**src/rtl/pio_cmd_pkg.sv**
```systemverilog
// Shared types for the HPS PIO command responder: opcodes, FSM states and
// the bit positions of the command and response PIO words.
package pio_cmd_pkg;

  typedef enum logic [2:0] {
    OP_NOP,
    OP_LOAD_ADDR,
    OP_SHIFT,
    OP_WRITE,
    OP_READ,
    OP_READ_NIB,
    OP_CLEAR,
    OP_RSVD
  } opcode_e;

  typedef enum logic [2:0] {
    ST_IDLE,
    ST_EXEC,
    ST_WR_WAIT,
    ST_RD_WAIT,
    ST_ACK
  } state_e;

  localparam int CMD_TGL_BIT  = 7;
  localparam int CMD_OP_MSB   = 6;
  localparam int CMD_OP_LSB   = 4;
  localparam int CMD_NIB_MSB  = 3;

  localparam int RSP_ACK_BIT  = 7;
  localparam int RSP_ERR_BIT  = 6;
  localparam int RSP_BUSY_BIT = 5;

endpackage

```
**src/rtl/pio_cmd_responder.sv**
```systemverilog
// Decodes toggle-strobed nibble commands from the HPS PIO into register-bus
// writes and reads, and reports ack/error/busy/nibble back on the status PIO.
module pio_cmd_responder
  import pio_cmd_pkg::*;
#(
  parameter int ADDR_W  = 4,
  parameter int DATA_W  = 16,
  parameter int TIMEOUT = 1023
) (
  input  logic              clk_clk,
  input  logic              reset_reset_n,
  input  logic [7:0]        cmd_pio,
  output logic [7:0]        rsp_pio,
  output logic              bus_wr_valid,
  input  logic              bus_wr_ready,
  output logic [ADDR_W-1:0] bus_addr,
  output logic [DATA_W-1:0] bus_wr_data,
  output logic              bus_rd_req,
  input  logic              bus_rd_valid,
  input  logic [DATA_W-1:0] bus_rd_data
);

  localparam int CNT_W = $clog2(TIMEOUT + 1);

  state_e              state, state_nxt;
  opcode_e             op;
  logic [7:0]          cmd_q;
  logic [3:0]          nib;
  logic                cmd_tgl;
  logic                ack_tgl;
  logic                err;
  logic                busy;
  logic [3:0]          rsp_nib;
  logic [ADDR_W-1:0]   addr;
  logic [DATA_W-1:0]   shreg;
  logic [DATA_W-1:0]   rdreg;
  logic [CNT_W-1:0]    cnt;
  logic                pending;
  logic                timed_out;
  logic [15:0]         rd_pad;

  assign pending   = cmd_q[CMD_TGL_BIT] != ack_tgl;
  assign timed_out = cnt == CNT_W'(TIMEOUT - 1);
  // Zero padding makes READ_NIB indices beyond DATA_W/4 return 0.
  assign rd_pad    = 16'(rdreg);

  // Write handshake: bus_wr_valid is held with addr/data stable in WR_WAIT and
  // the transfer happens on any clock edge where valid and ready are both high.
  assign bus_wr_valid = state == ST_WR_WAIT;
  assign bus_rd_req   = (state == ST_EXEC) && (op == OP_READ);
  assign bus_addr     = addr;
  assign bus_wr_data  = shreg;

  always_comb begin
    rsp_pio               = '0;
    rsp_pio[RSP_ACK_BIT]  = ack_tgl;
    rsp_pio[RSP_ERR_BIT]  = err;
    rsp_pio[RSP_BUSY_BIT] = busy;
    rsp_pio[3:0]          = rsp_nib;
  end

  always_ff @(posedge clk_clk or negedge reset_reset_n) begin
    if (!reset_reset_n) state <= ST_IDLE;
    else                state <= state_nxt;
  end

  always_comb begin
    state_nxt = state;
    case (state)
      ST_IDLE:    if (pending) state_nxt = ST_EXEC;
      ST_EXEC: begin
        case (op)
          OP_WRITE: state_nxt = ST_WR_WAIT;
          OP_READ:  state_nxt = ST_RD_WAIT;
          default:  state_nxt = ST_ACK;
        endcase
      end
      ST_WR_WAIT: if (bus_wr_ready || timed_out) state_nxt = ST_ACK;
      ST_RD_WAIT: if (bus_rd_valid || timed_out) state_nxt = ST_ACK;
      ST_ACK:     state_nxt = ST_IDLE;
      default:    state_nxt = ST_IDLE;
    endcase
  end

  always_ff @(posedge clk_clk or negedge reset_reset_n) begin
    if (!reset_reset_n) begin
      cmd_q   <= '0;
      op      <= OP_NOP;
      nib     <= '0;
      cmd_tgl <= 1'b0;
      ack_tgl <= 1'b0;
      err     <= 1'b0;
      busy    <= 1'b0;
      rsp_nib <= '0;
      addr    <= '0;
      shreg   <= '0;
      rdreg   <= '0;
      cnt     <= '0;
    end else begin
      cmd_q <= cmd_pio;
      case (state)
        ST_IDLE: begin
          if (pending) begin
            op      <= opcode_e'(cmd_q[CMD_OP_MSB:CMD_OP_LSB]);
            nib     <= cmd_q[CMD_NIB_MSB:0];
            cmd_tgl <= cmd_q[CMD_TGL_BIT];
            busy    <= 1'b1;
          end
        end
        ST_EXEC: begin
          cnt <= '0;
          case (op)
            OP_LOAD_ADDR: addr    <= ADDR_W'(nib);
            OP_SHIFT:     shreg   <= (shreg << 4) | DATA_W'(nib);
            OP_READ_NIB:  rsp_nib <= rd_pad[{nib[1:0], 2'b00} +: 4];
            OP_CLEAR: begin
              shreg <= '0;
              err   <= 1'b0;
            end
            OP_RSVD:      err     <= 1'b1;
            default: ;
          endcase
        end
        ST_WR_WAIT: begin
          cnt <= cnt + CNT_W'(1);
          if (!bus_wr_ready && timed_out) err <= 1'b1;
        end
        ST_RD_WAIT: begin
          cnt <= cnt + CNT_W'(1);
          if (bus_rd_valid)   rdreg <= bus_rd_data;
          else if (timed_out) err   <= 1'b1;
        end
        ST_ACK: begin
          ack_tgl <= cmd_tgl;
          busy    <= 1'b0;
        end
        default: ;
      endcase
    end
  end

endmodule

```
**config.mk**
```make
export PLATFORM = sky130hd
export DESIGN_NAME = pio_cmd_responder
export DESIGN_NICKNAME = d
export VERILOG_FILES = /design/src/rtl/pio_cmd_pkg.sv /design/src/rtl/pio_cmd_responder.sv
export SDC_FILE = /design/constraint.sdc
export NUM_CORES = 1
export LEC_CHECK = 0
export ABC_AREA = 1
export CELL_PAD_IN_SITES_DETAIL_PLACEMENT = 0
export CELL_PAD_IN_SITES_GLOBAL_PLACEMENT = 1
export CORE_UTILIZATION = 35
export DETAILED_ROUTE_END_ITERATION = 8
export GPL_TIMING_DRIVEN = 0
export MAX_ROUTING_LAYER = met4
export PLACE_DENSITY_LB_ADDON = 0.1
export REMOVE_ABC_BUFFERS = 1
export SLEW_MARGIN = 20
export SYNTH_ARGS = -nofsm -noshare
export SYNTH_HDL_FRONTEND = slang
export SYNTH_SLANG_ARGS = --single-unit
export TNS_END_PERCENT = 5
```
**constraint.sdc**
```tcl
create_clock -name clk_clk -period 1.6 [get_ports clk_clk]
set_clock_uncertainty 0.2 [all_clocks]
set_input_delay 0.32 -clock clk_clk [delete_from_list [all_inputs] [get_ports clk_clk]]
set_output_delay 0.32 -clock clk_clk [all_outputs]
set_load 0.03 [all_outputs]
```
==> summary.md <==
| Metric | Value |
|---|---|
| Worst hold margin | roughly 200 ps |
| Power per cell area | 1790 nW/um2 |
| Worst Hold Class | primary input to async pin |
| Share of the synthesized area in the top cell type | between 50% and 60% |
| First-pass GRT wire length | roughly 11 mm |
| Peak VDD IR | around 800 uV |
| Starting Density | between 30% and 40% |
| Post-synthesis sequential area ratio | a little under three fifths |
| Largest cells by area after synthesis | dfrtp_1 57%, nand2_1 9.8%, nor2_1 5.1% |
| Inserted Diodes | 0 |
| Rows | 34 |
| Synth unique cells | 27 |
| Reg2Reg Depth | 8 |
| Area leader, netlist | dfrtp_1 |
| Reg clk slew, reported paths | ~80 ps |
| DRC | 0 |
| Req. time, crit path | ~1100 ps |
| CTS Buf Count | 9 |
| Core area | about 8700 um2 |
| Startpoint types | flop |
| Minimum clock period | ~1700 ps |
| Setup CP Type | flop to output port |
| Final WS setup | -141 ps |
| Largest net degree at the start of global routing | 54 |
| Port Buf Inserts | 56 |
| Global route total overflow | 0 |
| P_leak | slightly below 2 nW |
| Final period util | 109% |
| Met2 Use GR | between 20% and 30% |
| Width of the die | between 90 and 100 um |
| HPWL Detailed | between 4 and 5 mm |
| RSZ-0062 raised after global routing | yes |
| Busiest metal layer after global routing | met2 |
| Initial DRC count | 81 |
| Drt pass-1 iters | 4 |
| Vias in the first global route | approximately 2500 |
| Vias per cell | ~4.7 |
| CP arrival | between 1000 and 1500 ps |
| Routability Congestion | between 0.7 and 0.8 |
| Setup crit end kind | output port |
| Sinks on Clock Net | a little over 70 |
| Die area | around 9400 um2 |
| Insertion delay to the later sink of the worst-skew pair | between 300 and 400 ps |
| Die height | approximately 97 um |
| Area Overhead vs Synth | 34.5% |
| Syn_area_per_cell | between 9 and 10 um2 |
| Outcome | finished, violations left |
| Setup_tns | -271 ps |
| CTS H-tree depth | 3 |
| CTS tree | yes |
| Fin util | roughly half |
| Fillers | 875 |
| Synth warnings | 0 |
| Layout cells sized above 1 | about a quarter |
| Antenna violations before repair | 0 |
| Highest clock rate | ~570 MHz |
| Drt wl/cell | ~12 um |
| Largest fanout on the critical path | 4 |
| Final nets | between 400 and 500 |
| IO Count | between 50 and 60 |
| Final hold vios | 0 |
| Post-Route WL | 6.62 mm |
| Final slew viol count | 0 |
| Failing checks | negative setup slack |
| Syn Inst Count | 348 |
| Met3 Usage GRT | under 10% |
| Clock tree root buffer cell | clkbuf_8 |
| DRT antenna net count | 0 |
| Routed via count | 2479 |
| Maximum buffer depth of the clock tree | 2 |
| #FFs+latches synth | 72 |
| Met1 usage | about a fifth |
| Final Setup Violations | 2 |
| MaxCap Viol Count | 0 |
| Mapped cell area | roughly 3200 um2 |
| GRT Overall Usage | 15.9% |
==> final cells by class <==
| class | instances | area [um2] | area share [%] |
|---|---|---|---|
| tap | 108 | 135 | 3.18 |
| timing repair buffer | 71 | 711 | 16.7 |
| clock inverter | 6 | 83.8 | 1.97 |
| multi-input combinational | 222 | 1210 | 28.5 |
| clock buffer | 10 | 128 | 3.00 |
| sequential | 72 | 1810 | 42.5 |
| inverter | 43 | 176 | 4.15 |
==> power by group <==
part | internal [mW] | switching (mW) | total [mW]
clock network | 0.873 | 0.671 | 1.54
registers | 2.42 | 0.436 | 2.85
logic | 1.22 | 1.98 | 3.20
total | 4.51 | 3.09 | 7.60
==> flip-flops by register name (all words and copies together), names as in the netlist, 3 cells and up <==
name         count
cnt             10
cmd_q            8
nib              4
op               3
rsp_nib          4
bus_addr         4
bus_wr_data     16
state            3
rd_pad          16
==> cell usage in the layout (no fill, tap or decap), drive strengths merged, types with 12 or more instances in the layout <==
master	netlist	routed
clkbuf	0	17
o21ai	26	26
nand3	17	17
nand2	85	85
nor2	49	49
o22ai	15	15
clkdlybuf4s15	0	20
a21oi	12	12
buf	11	17
clkdlybuf4s50	0	26
inv	43	43
dfrtp	72	72
==> cell usage after synthesis <==
cell and count:
inv_2 3, dfrtp_1 72, nand3_1 15, buf_4 5, inv_1 39, nand4_4 1
nand2_1 83, inv_8 1, o22ai_1 15, nor3_4 1, nor2_1 43, nand3_4 2
or2_2 1, conb_1 1, o21ai_0 26, o21a_1 1, nor2_4 5, ha_1 2
nand2_4 2, xnor2_1 1, nor3_1 3, nand4_1 3, a21oi_1 12, buf_2 2
nor2_2 1, a31oi_1 4, buf_6 4
==> kinds of logic (layout without fill, tap and decap cells) <==
logic type                 Yosys count  in the layout  share of synthesized area (%)
adders and majority gates            2              2                          0.791
and+or+nand+nor                    160            160                           23.6
other                                1              1                          0.119
xor gates and xnor gates             1              1                          0.277
DFF                                 72             72                           57.0
AOI/OAI and AO/OA                   58             58                           10.0
buffers and inverters               54            130                           8.27
==> critical path, cell delays in order (launching register included) <==
cell     delay, ps
dfrtp_2        430
inv_4           90
nand3_4         90
nor2_4         130
buf_6          150
==> path summary, 6_finish.rpt <==
kind | startpoint | end | slack, ps
worst min-delay path | reset_reset_n | cnt[5]$_DFFE_PN0P_ | 200
worst min register to register | rd_pad[15]$_DFFE_PN0P_ | rd_pad[15]$_DFFE_PN0P_ | 270
min in group clk_clk | cmd_pio[2] | cmd_q[2]$_DFF_PN0_ | 210
worst max-delay path | state[2]$_DFFE_PN0P_ | bus_rd_req | -140
max in group asynchronous | reset_reset_n | op[0]$_DFFE_PN0P_ | 420
worst max register to register | state[1]$_DFFE_PN0P_ | err$_DFFE_PN0P_ | 30
==> stage by stage <==
step | std cells | power (mW) | setup WS, ps | instance area, um2
2_1_floorplan | 337 | 4.76 | -125 | 3070
3_3_place_gp | 501 | 5.79 | -2580 | 3770
3_5_place_dp | 502 | 5.83 | -736 | 3790
4_1_cts | 526 | 7.53 | -165 | 4140
5_1_grt | 532 | 8.19 | -203 | 4250
6_report | 532 | 7.60 | -141 | 4250
==> per-layer routing <==
metal,vias to the layer above,share of wire [%]
met3,9,4.0
met4,0,1.3
met2,46,47
li1,1261,-
met5,-,0
met1,1163,48
==> timing repair <==
action / 4_1_cts / 5_1_grt
gates resized for setup: 103 / 30
setup endpoints to repair: 65 / 60
hold buffers: 1 / 0
pin swaps: 4 / 6
endpoints found under the hold margin: 29 / 0
buffers inserted: 7 / 6
(Power assumes the default switching activity.)
